File: src/rtl/alu_issue.sv
// Issue stage for an external 8-bit ALU: 8x8 register file, IDLE->EXEC->WB sequencer.
// Result lands in r[rd] two edges after accept; instr_ready is low outside IDLE or while a direct load is requested.
module alu_issue (
  input  logic        clk,
  input  logic        rst_n,
  input  logic        instr_valid,
  input  logic [18:0] instr,
  output logic        instr_ready,
  input  logic        ld_en,
  input  logic [2:0]  ld_addr,
  input  logic [7:0]  ld_data,
  output logic [3:0]  alu_ctrl,
  output logic [7:0]  alu_x,
  output logic [7:0]  alu_y,
  input  logic [7:0]  alu_out,
  input  logic        alu_carry,
  input  logic [2:0]  rd_addr,
  output logic [7:0]  rd_data,
  output logic        carry_flag,
  output logic        busy,
  output logic        done
);

  typedef enum logic [1:0] {S_IDLE, S_EXEC, S_WB} state_e;

  state_e      state_q, state_d;
  logic [7:0]  regs_q [8];
  logic [3:0]  ctrl_q;
  logic [2:0]  rd_q;
  logic [7:0]  x_q, y_q;
  logic [7:0]  res_q;
  logic        cstage_q;
  logic        carry_q;

  logic        accept;
  logic [3:0]  in_ctrl;
  logic [2:0]  in_rd, in_rs1;
  logic        in_imm;
  logic [7:0]  in_op2;
  logic [7:0]  in_y;

  assign in_ctrl = instr[18:15];
  assign in_rd   = instr[14:12];
  assign in_rs1  = instr[11:9];
  assign in_imm  = instr[8];
  assign in_op2  = instr[7:0];
  assign in_y    = in_imm ? in_op2 : regs_q[in_op2[2:0]];

  assign instr_ready = (state_q == S_IDLE) & ~ld_en;
  assign accept      = instr_valid & instr_ready;

  // Operand latches drive the ALU continuously so the outputs never drop to zero between instructions.
  assign alu_ctrl   = ctrl_q;
  assign alu_x      = x_q;
  assign alu_y      = y_q;
  assign rd_data    = regs_q[rd_addr];
  assign carry_flag = carry_q;
  assign busy       = (state_q != S_IDLE);
  assign done       = (state_q == S_WB);

  always_comb begin
    state_d = state_q;
    case (state_q)
      S_IDLE:  if (accept) state_d = S_EXEC;
      S_EXEC:  state_d = S_WB;
      S_WB:    state_d = S_IDLE;
      default: state_d = S_IDLE;
    endcase
  end

  always_ff @(posedge clk or negedge rst_n) begin
    if (!rst_n) state_q <= S_IDLE;
    else        state_q <= state_d;
  end

  always_ff @(posedge clk or negedge rst_n) begin
    if (!rst_n) begin
      ctrl_q   <= 4'h0;
      rd_q     <= 3'd0;
      x_q      <= 8'h00;
      y_q      <= 8'h00;
      res_q    <= 8'h00;
      cstage_q <= 1'b0;
    end else begin
      if (accept) begin
        ctrl_q <= in_ctrl;
        rd_q   <= in_rd;
        x_q    <= regs_q[in_rs1];
        y_q    <= in_y;
      end
      if (state_q == S_EXEC) begin
        res_q    <= alu_out;
        cstage_q <= alu_carry;
      end
    end
  end

  // WB and direct loads never coincide: loads are only honoured in IDLE.
  always_ff @(posedge clk or negedge rst_n) begin
    if (!rst_n) begin
      for (int i = 0; i < 8; i++) regs_q[i] <= 8'h00;
      carry_q <= 1'b0;
    end else if (state_q == S_WB) begin
      regs_q[rd_q] <= res_q;
      if (ctrl_q[3:1] == 3'b000) carry_q <= cstage_q;
    end else if (state_q == S_IDLE && ld_en) begin
      regs_q[ld_addr] <= ld_data;
    end
  end

endmodule

File: config.mk
export PLATFORM = sky130hd
export DESIGN_NAME = alu_issue
export DESIGN_NICKNAME = d
export VERILOG_FILES = /design/src/rtl/alu_issue.sv
export SDC_FILE = /design/constraint.sdc
export NUM_CORES = 1
export LEC_CHECK = 0
export ABC_AREA = 1
export CAP_MARGIN = 20
export CORE_AREA = 2 2 149 151
export CTS_CLUSTER_SIZE = 10
export DETAILED_ROUTE_END_ITERATION = 16
export DIE_AREA = 0 0 151 153
export PLACE_DENSITY = 0.47
export SLEW_MARGIN = 20
export SYNTH_ARGS = -nofsm -noshare
export SYNTH_HDL_FRONTEND = slang
export SYNTH_SLANG_ARGS = --single-unit
File: constraint.sdc
create_clock -name clk -period 1.8 [get_ports clk]
set_input_delay 0.36 -clock clk [delete_from_list [all_inputs] [get_ports clk]]
set_output_delay 0.36 -clock clk [all_outputs]
set_load 0.02 [all_outputs]
Word-level counts from Yosys, hierarchy flattened
Index checks and enable logic that the tools add are counted.

Output and inout port bits: 32. Logic and storage cells: 62. Register bits after elaboration: 99.

Reductions and logical operators: 8. Order comparisons: 7. Eq/ne operators: 3. Muxes and demuxes: 20. Bitwise gates (word level): 8.

Operators with widths (count): 64-bit bitwise mux (2); 64-bit two-way mux (2); 8-bit binary-select mux with 3-bit select (3); 8-bit two-way mux (9); 8-bit demux with 3-bit select (2); 4-bit >= comparator (second input constant) (5); 3-bit inverter with 4-bit output (5); 4-bit by 1-bit < comparator with 1-bit output (second input constant) (2); 2-bit one-hot mux with 2 select lines (1); 2-bit nonzero test (2); 1-bit logical AND (3); 3-bit logical NOT (1); 1-bit bitwise AND (2); 2-bit by 1-bit == test with 1-bit output (second input constant) (1); 2-bit == test (second input constant) (1); 2-bit logical NOT (1); 2-bit two-way mux (1); 2-bit != test (second input constant) (1); 2-bit AND reduction (1); 1-bit inverter (1).

Longest topological paths before layout
Gate-level depths: netlist of run 1.

Depth after elaboration: 8. Depth in mapped cells: 9. Mapped depth without buffers: 8.

Least setup slack after synthesis of run 1
Ideal clock, no wire load.

Path kind: input-to-output. Start point: in rd_addr[0]. End point: out rd_data[7]. Cell stages on the path: 7. Arrival: 1384 ps. Path buffers: 3. Slack: 56 ps. Path through: buf_2 -> inv_1 -> buf_2 -> clkbuf_1 -> o21ai_0 -> nand3_1 -> o21a_1.

Longest elaborated chain between the ends: 4.

RTL lines: start, declared (RTL line 17) `input logic [2:0] rd_addr,`; 3-bit inverter with 4-bit output (not written as such) (RTL line 56) `assign rd_data = regs_q[rd_addr];`; 8-bit binary-select mux with 3-bit select (RTL line 56); 8-bit two-way mux (not written as such) (2 in series) (RTL line 56); end, declared (RTL line 18) `output logic [7:0] rd_data,`.

Every way passes these cells. The select of a mux whose other input is x is not followed.

Worst setup path after layout of run 1
Start point: reg regs_q[54] (netlist name). End point: out rd_data[6].

Longest elaborated chain between the ends: 3.

RTL lines: start, declared (RTL line 27) `logic [7:0] regs_q [8];`; start signal, assigned by index (RTL line 104) `regs_q[rd_q] <= res_q;`; start signal, assigned by index (RTL line 107) `regs_q[ld_addr] <= ld_data;`; 8-bit binary-select mux with 3-bit select (RTL line 56); 8-bit two-way mux (not written as such) (2 in series) (RTL line 56).

Every way passes these cells. The select of a mux whose other input is x is not followed.

==> flow_summary.yaml, run 1 <==
sta:
  relSlewSlack_pct: 73.2
  finalCritPeriodShare_pct: 101
  rsz0062_at_grt: "yes"
  fin_ws_ps: -10.9
  drv_slew: 0
  setup_viol: 1
  min_period_ps: 1810
  hold_violations: 0
  finalClockSkew_ps: 8.64
  tightest_slew_ps: 401
  fmax_mhz: 552
power:
  power.switching_mw: 2.55
  comb_power_share_pct: 33.9
  ir_drop_mv: 0.475
  power_frac_clock_pct: 28.0
  p_int_mw: 4.72
  power_mw: 7.27
  power.density_nw_per_um2: 833
  swShare_pct: 35.1
  power.leakage_nw: 4.14
  seqPwrFrac_pct: 38.1
job:
  max_cap_violations: 0
setup_path:
  crit_type: "register to output pin"
  reg2reg_depth: 8
  reg2reg_to: "regs_q[19]"
  crit_path_top_delay_cell: "dfrtp_1"
  cp_cell_sequence: "inv_2, a21oi_2, o21ai_1, nand2_1, o21a_1, buf_6"
  r2r_setup_slack_ps: 160
  slowest_delay_ps: 440
  r2r_start: "state_q[0]"
  critPathTopFamily: "flip-flops"
  crit_required_ps: 1440
  cp.arrival_ps: 1450
  worst_setup_path_start_kind: "register"
  end_kind: "output pin"
  cp_max_fo: 2
  worst-path-buf-inv: 2
layout:
  final_cell_mix: "336 x nand2_1, 101 x buf_4, 99 x dfrtp_1"
  num_antenna_cells: 0
  drive_gt1_share_pct: 19.3
  fin_area_sq_um: 8740
  syn2layout_area_growth_pct: 37.2
  final_common_cell: "nand2_1"
  nNetsFinal: 1129
synth:
  synth_warnings: 0
  synth.distinct_cells: 28
  synth.avg_cell_area_sq_um: 6.89
  synth_fp_nets: 970
  synth_cells: 924
  ys_seq_elements: 99
  yosysSeqAreaShare_pct: 38.9
  syn_area_sq_um: 6370
detailed_routing:
  post_drt_wl_per_cell_um: 19.5
  drc: 0
  vias: 7014
  wl_um: 26700
  drt-initial-drc-count: 652
  vias_per_cell: 5.13
  ant_nets: 0
  firstDrtPassIters: 7
global_routing:
  grt_pass1_wl_um: 40700
  grtUsageTotal_pct: 23.6
  grt_overflow: 0
  grt_max_degree: 65
  grt_antenna_before_repair: 0
  grt_pass1_vias: 6732
placement:
  dpl-instance-area_sq_um: 8300
  place_congestion: 0.909
  dp_hpwl_um: 19200
  io_buffers: 77
outcome:
  violations: "setup timing"
  status: "finished, violations left"
die:
  dieArea_sq_um: 23100
  die_x_um: 151
  io-pin-count: 78
  core.rowCount: 54
  core_area_sq_um: 21500
  die_h_um: 153
  initial_core_util_pct: 29.6
clock_network:
  clk_latency_ps: 360
  cts_tree: "yes"
  cts_buffers: 9
  path_clk_slew_ps: 70
  cts_max_level: 3
  cts_max_path_buffers: 2
  root_buffer: "clkbuf_16"
  cts_sinks: 99
hold_path:
  hold_class: "input port to asynchronous set/reset pin"
## how the worst max path moves through the flow
stage,from,endpoint,slack [ps],depth (start not counted)
2_1_floorplan,rd_addr[0],rd_data[7],60,7
3_3_place_gp,rd_addr[0],rd_data[7],-780,8
3_5_place_dp,rd_addr[0],rd_data[7],-790,8
4_1_cts,regs_q[54],rd_data[6],-3,6
5_1_grt,regs_q[15],rd_data[7],-40,6
6_report,regs_q[54],rd_data[6],-10,6
## synth_stat cells
| library cell | count | area share [%] |
|---|---|---|
| o22ai_1 | 64 | 6.3 |
| clkbuf_1 | 25 | 1.5 |
| a21oi_4 | 1 | 0.26 |
| or2_2 | 5 | 0.49 |
| o21a_1 | 5 | 0.59 |
| nand2_1 | 338 | 20 |
| dfrtp_1 | 99 | 39 |
| nor2_8 | 1 | 0.31 |
| clkinv_1 | 2 | 0.12 |
| a21oi_1 | 44 | 3.5 |
| nor2_4 | 1 | 0.18 |
| o21ai_1 | 9 | 0.71 |
| a21oi_2 | 3 | 0.41 |
| inv_1 | 77 | 4.5 |
| o211ai_1 | 26 | 3.1 |
| nand3_1 | 75 | 5.9 |
| nand2_2 | 15 | 1.5 |
| nand4_1 | 1 | 0.098 |
| o21ai_4 | 1 | 0.26 |
| buf_2 | 14 | 1.1 |
| inv_2 | 10 | 0.59 |
| nand3_2 | 14 | 2.2 |
| buf_4 | 1 | 0.12 |
| buf_1 | 3 | 0.18 |
| nor2_1 | 10 | 0.59 |
| a31oi_1 | 1 | 0.098 |
| buf_6 | 5 | 0.88 |
| o21ai_0 | 74 | 5.8 |
## layer usage
layer	vias up	global-route usage, %	wire length, um
li1	3403	-	-
met1	3286	33.0	11800
met2	285	37.6	12300
met3	40	3.61	2030
met4	0	7.12	621
met5	-	0	0
## cell families (layout without fill, tap and decap cells)
logic type | Yosys count | in the layout | share of synthesized area (%)
buf+inv | 137 | 301 | 9.00
compound gates | 228 | 228 | 20.9
simple gates | 460 | 460 | 31.2
flops | 99 | 99 | 38.9
## stage by stage
step,hold WS (ps),std cells,setup TNS [ps],worst slack (ps),utilization [%]
finish,444,1368,-10.9,-10.9,40.7
global route,481,1368,-134,-35.1,40.7
CTS,457,1365,-3.44,-3.44,40.4
detailed placement,297,1345,-11010,-793,38.6
global placement,296,1345,-9700,-780,38.6
floorplan,64.4,924,0,56.5,-
## sequential cells by signal (all words and copies together) (netlist names)
signal,flops
alu_ctrl,4
rd_q,3
res_q,8
regs_q,64
carry_flag,1
cstage_q,1
state_q,2
alu_y,8
alu_x,8
## power groups by stage
| stage | registers (mW) | clock network, mW | logic, mW |
|---|---|---|---|
| finish | 2.77 | 2.04 | 2.47 |
| global route | 2.81 | 2.15 | 2.69 |
| CTS | 2.76 | 2.06 | 2.43 |
| detailed placement | 2.80 | 0 | 2.39 |
| global placement | 2.80 | 0 | 2.39 |
| floorplan | 2.89 | 0 | 1.10 |
## area by class of cell
cell class / instances / area [sq um]
fillers: 2321 / 12700
multi-input cells: 688 / 3340
flip-flops and latches: 99 / 2480
repair buffers: 196 / 1940
well taps: 280 / 350
inverters: 89 / 337
clock buffers: 12 / 246
clock inverters: 4 / 50.0
## timing repair
item | CTS | global route
gates resized for setup | 60 | 27
setup endpoints to repair | 11 | 11
hold endpoints to repair | 20 | 0
pin swaps | 2 | 6
buffers inserted | 0 | 3
hold buffers | 1 | 0
cloned | 3 | 0
No activity file was read; power rests on OpenSTA's default activity.
==> inputs of run 2 (changes only) <==
--- a/config.mk
+++ b/config.mk
@@ -12,7 +12,7 @@
 export DETAILED_ROUTE_END_ITERATION = 16
 export DIE_AREA = 0 0 151 153
 export PLACE_DENSITY = 0.47
-export SLEW_MARGIN = 20
+export SLEW_MARGIN = 10
 export SYNTH_ARGS = -nofsm -noshare
 export SYNTH_HDL_FRONTEND = slang
 export SYNTH_SLANG_ARGS = --single-unit
==> results of run 2 <==
The final DEF is identical to that of run 1; final timing and power are the same.
==> inputs of run 3 (changes only) <==
--- a/config.mk
+++ b/config.mk
@@ -11,6 +11,7 @@
 export CTS_CLUSTER_SIZE = 10
 export DETAILED_ROUTE_END_ITERATION = 16
 export DIE_AREA = 0 0 151 153
+export MAX_ROUTING_LAYER = met4
 export PLACE_DENSITY = 0.47
 export SLEW_MARGIN = 10
 export SYNTH_ARGS = -nofsm -noshare
==> run 3 against run 2 <==
Compared with the run above: the flow now finishes without violations; flip-flop and latch count did not move; clock-buffer cell count fell by 2; hold slack improved by 25 ps; critical endpoint unchanged; clock skew rose by 2.1 ps; fmax rose by 0.89%; critical path type unchanged; largest power group unchanged; largest cell class unchanged.
==> flow_summary.yaml, run 3 (synthesis gave the netlist of run 1 again) <==
clock_network:
  root_buffer: "clkbuf_16"
  cts_max_level: 3
  path_clk_slew_ps: 70
  cts_tree: "yes"
  cts_buffers: 9
  cts_max_path_buffers: 2
  cts_sinks: 99
  clk_latency_ps: 360
setup_path:
  worst-path-buf-inv: 2
  reg2reg_depth: 9
  slowest_delay_ps: 440
  crit_required_ps: 1440
  crit_type: "register to output pin"
  worst_setup_path_start_kind: "register"
  cp.arrival_ps: 1430
  reg2reg_to: "regs_q[57]"
  crit_path_top_delay_cell: "dfrtp_1"
  critPathTopFamily: "flip-flops"
  cp_max_fo: 2
  end_kind: "output pin"
  cp_cell_sequence: "inv_2, a21oi_1, o21ai_0, nand2_1, o21a_1, buf_6"
  r2r_setup_slack_ps: 180
  r2r_start: "state_q[0]"
layout:
  largest_reg_flops: 64
  final_common_cell: "nand2_1"
  num_antenna_cells: 0
  final_cell_mix: "336 x nand2_1, 105 x buf_4, 98 x dfrtp_1"
  nNetsFinal: 1131
  nFillCells: 2318
  drive_gt1_share_pct: 20.0
  fin_area_sq_um: 8710
  final_util_pct: 40.5
  instances_no_fill: 1370
  syn2layout_area_growth_pct: 36.8
  registers.top_by_ff_count: "regs_q"
sta:
  rsz0062_at_grt: "yes"
  fmax_mhz: 557
  setup_viol: 0
  min_period_ps: 1790
  drv_slew: 0
  tightest_slew_ps: 467
  hold_violations: 0
  hold_slack_ps: 468
  finalClockSkew_ps: 10.7
  finalCritPeriodShare_pct: 99.7
  relSlewSlack_pct: 68.8
die:
  initial_core_util_pct: 29.6
  io-pin-count: 78
  die_x_um: 151
  core.rowCount: 54
  die_h_um: 153
  dieArea_sq_um: 23100
  core_area_sq_um: 21500
placement:
  place_congestion: 0.888
  dpl-instance-area_sq_um: 8290
  placed_cells: 1346
  io_buffers: 77
  dp_hpwl_um: 19400
global_routing:
  grtUsageTotal_pct: 24.1
  grt_overflow: 0
  grt_pass1_vias: 6885
  grt_pass1_wl_um: 40600
  grt_antenna_before_repair: 0
  grt_max_degree: 65
power:
  power_mw: 7.25
  ir_drop_mv: 0.406
  power.density_nw_per_um2: 832
  power.leakage_nw: 4.13
detailed_routing:
  post_drt_wl_per_cell_um: 19.3
  vias: 6981
  wl_um: 26400
  vias_per_cell: 5.10
  ant_nets: 0
  drt-initial-drc-count: 593
  drc: 0
  firstDrtPassIters: 5
job:
  max_cap_violations: 0
outcome:
  status: "completed"
hold_path:
  hold_class: "input port to asynchronous set/reset pin"
[run 3: cell types whose count changed in the layout (fill, tap and decap cells not counted), moves of 2 or more]
cell	change
a21oi_2	+2
bufbuf_16	-2
buf_2	+2
inv_2	+3
buf_4	+4
clkinv_4	+2
a21oi_1	-2
o21ai_0	+3
clkbuf_1	-2
o21ai_1	-2
buf_6	-2
inv_1	-2
[run 3: timing repair]
action / 4_1_cts / 5_1_grt
buffers inserted: 2 / 3
gates cloned: 2 / 0
hold buffers: 1 / 0
pin swaps: 1 / 6
gates resized for setup: 54 / 30
endpoints found under the setup margin: 11 / 10
endpoints found under the hold margin: 23 / 0
[run 3: worst max path at each step]
stage,startpoint,depth (start not counted),end
after floorplan,rd_addr[0],7,rd_data[7]
after global placement,rd_addr[0],8,rd_data[6]
after detailed placement,rd_addr[0],8,rd_data[6]
after CTS,regs_q[54],6,rd_data[6]
after global routing,regs_q[54],6,rd_data[6]
final,regs_q[54],6,rd_data[6]
[run 3: worst reg2reg max path, stage by stage (launching register included)]
cell and delay [ps]:
dfrtp_1 390, buf_4 170, nor2_8 120, buf_4 220, nand2_1 100, nand3_2 70, inv_1 70, buf_4 160
nand2_1 120, nand2_1 80
[run 3: through the flow]
stage	setup slack (ps)	TNS (ps)
after floorplan	56.5	0
after global placement	-778	-10310
after detailed placement	-808	-11440
after CTS	-42.3	-42.3
after global routing	-68.9	-298
final	5.05	0
[run 3: cell type report]
class,instances,area (sq um),share of cell area (%)
well taps,280,350,4.02
multi-input cells,688,3340,38.3
clock inverters,6,65.1,0.747
inverters,89,334,3.83
repair buffers,198,1900,21.9
flip-flops and latches,99,2480,28.5
clock buffers,10,239,2.74
[run 3: routing by layer]
layer / GRT usage, % / up-vias / wire length (um)
met3: 3.88 / 42 / 1970
met1: 32.4 / 3251 / 11500
met2: 37.1 / 287 / 12100
li1: - / 3401 / -
met5: - / - / 0
met4: 8.14 / 0 / 754
[run 3: report_power, final]
part	internal [mW]	switching, mW
Clock	1.12	0.912
Sequential	2.55	0.220
Combinational	1.04	1.41
